==> src/rtl/fetch_pkg.sv <==
// Shared types and default constants for the instruction-fetch stage.
package fetch_pkg;

  localparam int FETCH_WIDTH_DEFAULT = 32;
  localparam int PC_STEP_DEFAULT     = 4;
  localparam logic [FETCH_WIDTH_DEFAULT-1:0] RESET_PC_DEFAULT = '0;

  typedef struct packed {
    logic [FETCH_WIDTH_DEFAULT-1:0] pc;
    logic [FETCH_WIDTH_DEFAULT-1:0] instr;
  } fetch_entry_t;

endpackage

==> src/rtl/fetch_queue_stage_sync_fifo.sv <==
// Small synchronous FIFO with flush; head is read combinationally from storage.
module sync_fifo #(
  parameter int  DEPTH = 2,
  parameter type T     = logic [63:0]
) (
  input  logic                     clk,
  input  logic                     reset,
  input  logic                     i_push,
  input  logic                     i_pop,
  input  logic                     i_flush,
  input  T                         i_data,
  output T                         o_head,
  output logic [$clog2(DEPTH):0]   o_occupancy
);

  localparam int PW = $clog2(DEPTH);
  localparam int CW = PW + 1;

  T                r_mem [DEPTH];
  logic [PW-1:0]   r_wr_ptr;
  logic [PW-1:0]   r_rd_ptr;
  logic [CW-1:0]   r_count;

  // NOTE: storage has no reset; only pointers and count define validity.
  always_ff @(posedge clk) begin
    if (i_push && !i_flush) begin
      r_mem[r_wr_ptr] <= i_data;
    end
  end

  // NOTE: sequential state uses non-blocking assignments so every register
  // samples pre-edge values regardless of statement order.
  always_ff @(posedge clk) begin
    if (!reset) begin
      r_wr_ptr <= '0;
      r_rd_ptr <= '0;
      r_count  <= '0;
    end else if (i_flush) begin
      r_wr_ptr <= '0;
      r_rd_ptr <= '0;
      r_count  <= '0;
    end else begin
      if (i_push) r_wr_ptr <= r_wr_ptr + PW'(1);
      if (i_pop)  r_rd_ptr <= r_rd_ptr + PW'(1);
      case ({i_push, i_pop})
        2'b10:   r_count <= r_count + CW'(1);
        2'b01:   r_count <= r_count - CW'(1);
        default: r_count <= r_count;
      endcase
    end
  end

  assign o_head      = r_mem[r_rd_ptr];
  assign o_occupancy = r_count;

endmodule

==> src/rtl/fetch_queue_stage.sv <==
// Fetch stage: PC register, imem address, {pc, instr} queue toward decode, redirect flush.
module fetch_queue_stage
  import fetch_pkg::*;
#(
  parameter int               WIDTH    = FETCH_WIDTH_DEFAULT,
  parameter int               DEPTH    = 2,
  parameter logic [WIDTH-1:0] RESET_PC = WIDTH'(RESET_PC_DEFAULT),
  parameter int               PC_STEP  = PC_STEP_DEFAULT
) (
  input  logic                     clk,
  input  logic                     reset,
  input  logic                     en,
  input  logic                     redirect_valid,
  input  logic [WIDTH-1:0]         redirect_pc,
  output logic [WIDTH-1:0]         imem_addr,
  input  logic [WIDTH-1:0]         imem_rd,
  output logic                     dec_valid,
  input  logic                     dec_ready,
  output logic [WIDTH-1:0]         dec_instr,
  output logic [WIDTH-1:0]         dec_pc,
  output logic [WIDTH-1:0]         dec_pc_plus4,
  output logic [$clog2(DEPTH):0]   occupancy,
  output logic [WIDTH-1:0]         fetch_cnt
);

  localparam int CW = $clog2(DEPTH) + 1;
  localparam logic [CW-1:0]    FULL = CW'(DEPTH);
  localparam logic [WIDTH-1:0] STEP = WIDTH'(PC_STEP);

  typedef struct packed {
    logic [WIDTH-1:0] pc;
    logic [WIDTH-1:0] instr;
  } entry_t;

  logic [WIDTH-1:0] r_pc;
  logic [WIDTH-1:0] r_fetch_cnt;
  logic [CW-1:0]    w_occ;
  logic             w_pop;
  logic             w_push;
  entry_t           w_wr_entry;
  entry_t           w_head;

  assign dec_valid = (w_occ != '0);
  assign w_pop     = dec_valid & dec_ready;
  // A full queue can still accept when decode frees the head this cycle.
  assign w_push    = en & ~redirect_valid & ((w_occ != FULL) | w_pop);

  assign w_wr_entry.pc    = r_pc;
  assign w_wr_entry.instr = imem_rd;

  sync_fifo #(
    .DEPTH (DEPTH),
    .T     (entry_t)
  ) u_fifo (
    .clk         (clk),
    .reset       (reset),
    .i_push      (w_push),
    .i_pop       (w_pop),
    .i_flush     (redirect_valid),
    .i_data      (w_wr_entry),
    .o_head      (w_head),
    .o_occupancy (w_occ)
  );

  always_ff @(posedge clk) begin
    if (!reset) begin
      r_pc        <= RESET_PC;
      r_fetch_cnt <= '0;
    end else if (redirect_valid) begin
      r_pc <= redirect_pc;
    end else if (w_push) begin
      r_pc        <= r_pc + STEP;
      r_fetch_cnt <= r_fetch_cnt + WIDTH'(1);
    end
  end

  assign imem_addr    = r_pc;
  assign dec_instr    = w_head.instr;
  assign dec_pc       = w_head.pc;
  assign dec_pc_plus4 = w_head.pc + STEP;
  assign occupancy    = w_occ;
  assign fetch_cnt    = r_fetch_cnt;

endmodule
==> config.mk <==
export PLATFORM = sky130hd
export DESIGN_NAME = fetch_queue_stage
export DESIGN_NICKNAME = d
export VERILOG_FILES = /design/src/rtl/fetch_pkg.sv /design/src/rtl/fetch_queue_stage_sync_fifo.sv /design/src/rtl/fetch_queue_stage.sv
export SDC_FILE = /design/constraint.sdc
export NUM_CORES = 1
export LEC_CHECK = 0
export CORE_MARGIN = 3
export CORE_UTILIZATION = 52
export DETAILED_ROUTE_END_ITERATION = 7
export GPL_TIMING_DRIVEN = 0
export PLACE_DENSITY_LB_ADDON = 0.12
export SYNTH_ARGS = -nofsm -noshare
export SYNTH_HDL_FRONTEND = slang
export SYNTH_HIERARCHICAL = 1
export SYNTH_SLANG_ARGS = --single-unit
==> constraint.sdc <==
create_clock -name clk -period 16.8 [get_ports clk]
set_input_delay 2.52 -clock clk [delete_from_list [all_inputs] [get_ports clk]]
set_output_delay 2.52 -clock clk [all_outputs]
set_load 0.01 [all_outputs]
==> results of run 1 <==
worst min path at each step:
stage,cells past startpoint,slack [ns],from,end
after floorplan,2,0.48,u_fifo/r_rd_ptr,register
after global placement,2,0.46,fetch_cnt[31],fetch_cnt[31]
after detailed placement,2,0.47,fetch_cnt[31],fetch_cnt[31]
after CTS,2,0.48,fetch_cnt[31],fetch_cnt[31]
after global routing,2,0.50,fetch_cnt[31],fetch_cnt[31]
final,2,0.48,fetch_cnt[31],fetch_cnt[31]
metal layers:
metal / global-route usage / vias up / routed length [um]
met5: 0 / - / 13
met2: 0.407 / 193 / 10900
met1: 0.277 / 3013 / 8230
met3: 0.0641 / 21 / 1570
met4: 0.0713 / 2 / 290
li1: - / 2993 / -
power by group through the flow:
stage          clock, mW  sequential [mW]  combinational (mW)
6_report           0.371            0.540              0.0901
5_1_grt            0.399            0.541              0.0967
4_1_cts            0.379            0.540              0.0911
3_5_place_dp           0            0.550              0.0904
3_3_place_gp           0            0.551              0.0865
2_1_floorplan          0            0.550              0.0330
layout by cell type, fill, tap and decap left out, types with 2 or more instances in the layout:
cell / count
clkinv_4: 6
and3_1: 9
nor4_1: 12
nor2b_1: 5
clkdlybuf4s50_1: 231
mux2_2: 64
inv_1: 15
and2_1: 32
dfxtp_1: 69
inv_6: 3
clkbuf_16: 17
inv_8: 2
a21oi_1: 22
xor2_1: 42
or3_1: 10
nor2_1: 19
nand4_1: 21
mux2i_1: 6
buf_6: 12
clkbuf_1: 16
xnor2_1: 40
buf_2: 3
nand3_1: 34
ha_1: 4
a21boi_0: 3
nor3_2: 3
nor3_1: 9
nand2b_1: 3
buf_4: 3
a31oi_1: 5
edfxtp_1: 128
o21ai_0: 37
nand2_1: 32
nand4_2: 2
and4_1: 10
cell type report:
type                       count  share of cell area
antenna                        1            0.000212
buffer                        29              0.0143
clock buffer                  17              0.0360
clock inverter                15              0.0104
inverter                      16             0.00508
multi-input combinational    435               0.266
sequential                   197               0.442
tap                          216              0.0229
timing repair buffer         238               0.203
worst max-delay path, cell delays in order, from the launching register on:
cell	delay, ns
dfxtp_1	0.31
buf_4	0.23
buf_6	0.19
mux2_2	0.27
ha_1	0.28
nand2_1	0.16
nor2_1	0.65
nand3_1	0.23
xnor2_1	0.25
clkdlybuf4s50_1	0.57
cell families (layout without fill, tap and decap cells):
| family | Yosys count | after routing | synth area share |
|---|---|---|---|
| AO/OA/AOI/OAI | 69 | 69 | 0.0427 |
| XOR/XNOR | 82 | 82 | 0.0836 |
| adder cells (fa/ha/maj) | 4 | 4 | 0.00582 |
| buffers and inverters | 45 | 315 | 0.0266 |
| flip-flops | 197 | 197 | 0.608 |
| multiplexers | 70 | 70 | 0.0909 |
| other | 0 | 1 | 0 |
| AND/OR/NAND/NOR | 210 | 210 | 0.142 |
per-stage QoR:
step,total power [mW],instances,worst slack (ns)
2_1_floorplan,0.583,677,8.73
3_3_place_gp,0.637,1124,5.46
3_5_place_dp,0.641,1131,11.12
4_1_cts,1.01,1163,10.65
5_1_grt,1.04,1164,10.51
6_report,1.00,1164,10.70
registers in the layout (all words and copies together) (netlist names), named ones only:
register and count:
u_fifo/o_occupancy 2, fetch_cnt 32, u_fifo/r_rd_ptr 1, imem_addr 32
u_fifo/r_mem 128, u_fifo/r_wr_ptr 1
==> summary.md, run 1 <==
| Metric | Value |
|---|---|
| Status | `finished, final reports clean` |
| Initial Util | `0.537` |
| Die Span Y | `135 um` |
| Avg Vias per Cell | `5.35` |
| Final setup skew | `0.00995 ns` |
| Initial antenna violation count | `2` |
| Synthesized area per cell | `12.7 um2` |
| Final Cycle Share | `0.363` |
| Flop pwr share | `0.539` |
| GRT Total Usage | `0.231` |
| Crit start category | `register` |
| # DRC | `0` |
| Area contributors post-synth | `edfxtp_1, dfxtp_1, mux2_2, xor2_1, xnor2_1` |
| Ys Warns | `6` |
| Fin. Hold Viols | `0` |
| TritonRoute pass-1 iters | `5` |
| H-tree Lvls | `4` |
| Drt total wl | `21.0 mm` |
| Psw | `0.228 mW` |
| RR Endpoint | `u_fifo/r_mem[0][52]` |
| Clk Latency, worst-skew pair | `0.43 ns` |
| Total grt overflow | `0` |
| Worst min path class | `register to register` |
| Sink Count | `197` |
| Sw Share | `0.228` |
| Critical path type | `register to primary output` |
| WL/cell | `18.0 um` |
| Combinational share of power | `0.090` |
| Worst r2r path cells | `7` |
| Die ar. | `0.0181 mm2` |
| Tightest Pin Transition | `0.944 ns` |
| Clk network pwr share | `0.371` |
| Die Wd | `135 um` |
| Vias in the first global route | `6305` |
| Core area | `0.0160 mm2` |
| Post-cts sizing count | `0` |
| Footprint of the multi-input gates | `0.00315 mm2` |
| Row count | `46` |
| Total number of vias | `6222` |
| F_max | `164 MHz` |
| Finish-stage setup viols | `0` |
| Critical R2R Launch | `u_fifo/o_occupancy[0]` |
| Post-synth top area cell | `edfxtp_1` |
| Final min period | `6.10 ns` |
| Post-synthesis sequential area ratio | `0.608` |
| R2r setup slk | `14.26 ns` |
| CP Data Arrival Time | `3.58 ns` |
| Final core occ | `0.739` |
| Share of the synthesized area in the top cell type | `0.447` |
| Mapped Nets | `750` |
| Setup TNS Final | `0 ns` |
| Netlist Area Pre-Place | `0.00859 mm2` |
| Post-synth EDFFs | `128` |
| Routability cong. | `0.859` |
| Post-synth top cells | `edfxtp_1, dfxtp_1, mux2_2, xor2_1, xnor2_1` |
| Layout net count | `1007` |
| Power per cell area | `84.7 mW/mm2` |
| Ys flop type | `edfxtp_1` |
| CTS tree | `done` |
| Int Pwr | `0.773 mW` |
| End of the critical path | `dec_pc_plus4[26]` |
| Pin count of the biggest net entering global routing | `65` |
| Clock transition at the registers of the reported paths | `0.07 ns` |
| Gate Count Post-Synth | `677` |
| Reg area | `0.00523 mm2` |
| Area Overhead vs Synth | `37.5%` |
| Leak pwr | `4.11 nW` |
| Post-DRT Antenna Nets | `0` |
| Layout cells sized above 1 | `0.133` |
| TritonCTS buffer count | `17` |
| I/O Pins | `232` |
| Final Max Slew Viols | `0` |
| Peak supply drop | `74.6 uV` |
| CTS root buffer | `clkbuf_16` |
| 1st-iter DRT viols | `345` |
| First-pass GRT wire length | `33.1 mm` |
| DP Area | `0.0113 mm2` |
| FFs w/ async S/R, synth | `0` |
| Max-capacitance violation count | `0` |
| WP data required | `14.28 ns` |
| Crit Path Max Fanout | `10` |
| Relative slew margins | `0.371` |
| Hold slack | `0.476 ns` |
| Unrepaired setup endpoints after global routing | `no` |
| Fillers | `1114` |
| Clk buf depth | `2` |
| Post-CTS Setup Repair Bufs | `0` |
| Final instance area | `0.0118 mm2` |
| Placed wire-length estimate | `15.6 mm` |
| Yosys reg bits | `197` |
| Hold Buf Count CTS | `0` |
| Yosys cell types | `42` |
| Port Buffers | `231` |
| CP Capture Type | `primary output` |
| Most common cell in the netlist | `edfxtp_1` |
Note: power is estimated with default switching activity, not from simulation.
==> run 2, diff against run 1 <==
- CORE_UTILIZATION: 52 -> 44
- clock period: 16.8 -> 5 ns (I/O delays scaled with it)
==> run 2 against run 1 <==
Sequential power grew to 3.4 times the previous value. Wire length grew 4.7%. Power rose to 3.5 times the previous value. Non-clock buffer count decreased by 3. Clock skew up 0.0047 ns. Cell area grew 1.2%. Global-route usage down 2.6 points. Via count grew 1.1%. First-iteration DRC count is 8.4% lower. Setup slack got worse by 9.9 ns. Clock power grew to 3.9 times the previous value. Worst hold slack better by 0.015 ns. Critical endpoint is now dec_pc_plus4[24]. Largest cell class unchanged.
==> summary.md, run 2 (synthesis results as in run 1) <==
| Metric | Value |
|---|---|
| CP Data Arrival Time | `3.44 ns (-0.14 ns)` |
| Worst path depth | `9 (unchanged)` |
| Clk buf depth | `2 (unchanged)` |
| Crit-path max cell delay | `0.61 ns (-0.04 ns)` |
| Hold slack | `0.491 ns (+0.0146 ns)` |
| Final core occ | `0.631 (-0.108)` |
| Final setup skew | `0.0147 ns (+0.00473 ns)` |
| GRT Total Usage | `0.206 (-0.0255)` |
| Final instance area | `0.0120 mm2 (+1.2%)` |
| Sink Count | `197 (unchanged)` |
| Leak pwr | `4.14 nW (+0.74%)` |
| Setup TNS Final | `0 ns (unchanged)` |
| # DRC | `0 (unchanged)` |
| CP top delay family | `buffers and inverters` |
| 1st-iter DRT viols | `316 (-8.4%)` |
| WP data required | `4.25 ns (-10.03 ns)` |
| Clk Latency, worst-skew pair | `0.42 ns (about the same)` |
| Total grt overflow | `0 (unchanged)` |
| Max reg flops | `128 (unchanged)` |
| Slowest CP cell | `nor2_1` |
| CTS root buffer | `clkbuf_16` |
| CP Capture Type | `primary output` |
| WP buf/inv | `3 (unchanged)` |
| TritonCTS buffer count | `17 (unchanged)` |
| Clock transition at the registers of the reported paths | `0.07 ns (about the same)` |
| Pin count of the biggest net entering global routing | `65 (unchanged)` |
| Post-cts sizing count | `0 (unchanged)` |
| Most frequent cells in the layout | `clkdlybuf4s50_1, edfxtp_1, dfxtp_1` |
| I/O Pins | `232 (unchanged)` |
| Initial Util | `0.453 (-0.0837)` |
| Final Cycle Share | `0.839` |
| Avg Vias per Cell | `5.22 (-2.3%)` |
| Die Span Y | `146 um (+8.3%)` |
| Drt total wl | `21.9 mm (+4.7%)` |
| Most flops, register | `u_fifo/r_mem` |
| Area Overhead vs Synth | `39.2%` |
| Port Buffers | `231 (unchanged)` |
| Layout cells sized above 1 | `0.130 (-0.00276)` |
| Peak supply drop | `211 uV (+180%)` |
| CTS tree | `done` |
| Final Max Slew Viols | `0 (unchanged)` |
| TritonRoute pass-1 iters | `5 (unchanged)` |
| Status | `finished, final reports clean` |
| First-pass GRT wire length | `35.2 mm (+6.5%)` |
| H-tree Lvls | `4 (unchanged)` |
| Crit start category | `register` |
| Final min period | `4.19 ns` |
| Relative slew margins | `0.424 (+0.0534)` |
| F_max | `239 MHz` |
| Layout net count | `1004 (-0.30%)` |
| Grt met2 use | `0.355 (-0.0522)` |
| Core area | `0.0190 mm2 (+18%)` |
| Die ar. | `0.0212 mm2 (+17%)` |
| Placed wire-length estimate | `16.1 mm (+3.4%)` |
| Crit Path Max Fanout | `10 (unchanged)` |
| Worst r2r path cells | `7 (unchanged)` |
| Met1 GRT Util | `0.251 (-0.0263)` |
| Total number of vias | `6291 (+1.1%)` |
| Initial antenna violation count | `2 (unchanged)` |
| Hold Buf Count CTS | `0 (unchanged)` |
| Die Wd | `146 um (+8.3%)` |
| Max-capacitance violation count | `0 (unchanged)` |
| Critical path type | `register to primary output` |
| Worst min path class | `register to register` |
| DP Area | `0.0113 mm2 (+0.57%)` |
| GR Util met3 | `0.0551 (-0.00896)` |
| Fin. Hold Viols | `0 (unchanged)` |
| Post-CTS Setup Repair Bufs | `0 (unchanged)` |
| Gr busiest metal | `met2` |
| Tightest Pin Transition | `0.856 ns (-0.0880 ns)` |
| WL/cell | `18.2 um (+1.1%)` |
| Crit-path cells | `buf_4 > buf_6 > mux2_2 > ha_1 > nand2_1 > nor2_1 > nand4_1 > xnor2_1 > clkdlybuf4s50_1` |
| Post-DRT Antenna Nets | `0 (unchanged)` |
| Most common cell after layout, fill and taps aside | `clkdlybuf4s50_1` |
| Vias in the first global route | `6501 (+3.1%)` |
| Finish-stage setup viols | `0 (unchanged)` |
| WHS Path Cells | `2 (unchanged)` |
| Unrepaired setup endpoints after global routing | `no` |
| Power per cell area | `296 mW/mm2 (+250%)` |
| Row count | `50 (+8.7%)` |
| Routability cong. | `0.845 (-1.6%)` |
-- run 2: report_power, final --
part           switching (mW)  internal, mW  leakage [nW]
combinational           0.131         0.175          2.10
clock                   0.621         0.806         0.302
sequential             0.0404          1.77          1.73
total                   0.793          2.75          4.14
-- run 2: tightest hold or removal path: stages (launching register included) --
cell	delay, ns
dfxtp_1	0.32
nand2_1	0.06
mux2i_1	0.06
-- run 2: area by class of cell --
| cell class | count | area [um2] |
|---|---|---|
| inverter | 16 | 60.1 |
| clock buffer | 18 | 429 |
| clock inverter | 14 | 194 |
| timing repair buffer | 235 | 2400 |
| sequential | 197 | 5230 |
| tap | 260 | 325 |
| buffer | 29 | 169 |
| antenna | 1 | 2.50 |
| fill | 1499 | 7000 |
| multi-input combinational | 435 | 3160 |
-- run 2: path summary, 6_finish.rpt --
| check | startpoint | end | slack (ns) |
|---|---|---|---|
| max | register | dec_pc_plus4[24] | 0.81 |
| min | fetch_cnt[31] | fetch_cnt[31] | 0.49 |
| max reg2reg | u_fifo/o_occupancy[0] | u_fifo/r_mem[0][17] | 2.35 |
| min reg2reg | fetch_cnt[31] | fetch_cnt[31] | 0.49 |
-- run 2: metrics by stage --
stage | total power, mW | setup WS, ns | instances
after floorplan | 1.96 | 0.673 | 677
after global placement | 2.14 | -1.50 | 1168
after detailed placement | 2.16 | 1.13 | 1172
after CTS | 3.58 | 0.716 | 1204
after global routing | 3.67 | 0.524 | 1205
final | 3.55 | 0.807 | 1205
-- run 2: layer usage --
metal  wire [um]  up-vias
met2       11000      209
li1            -     2988
met5          17        -
met4         320        2
met1        9240     3067
met3        1350       25
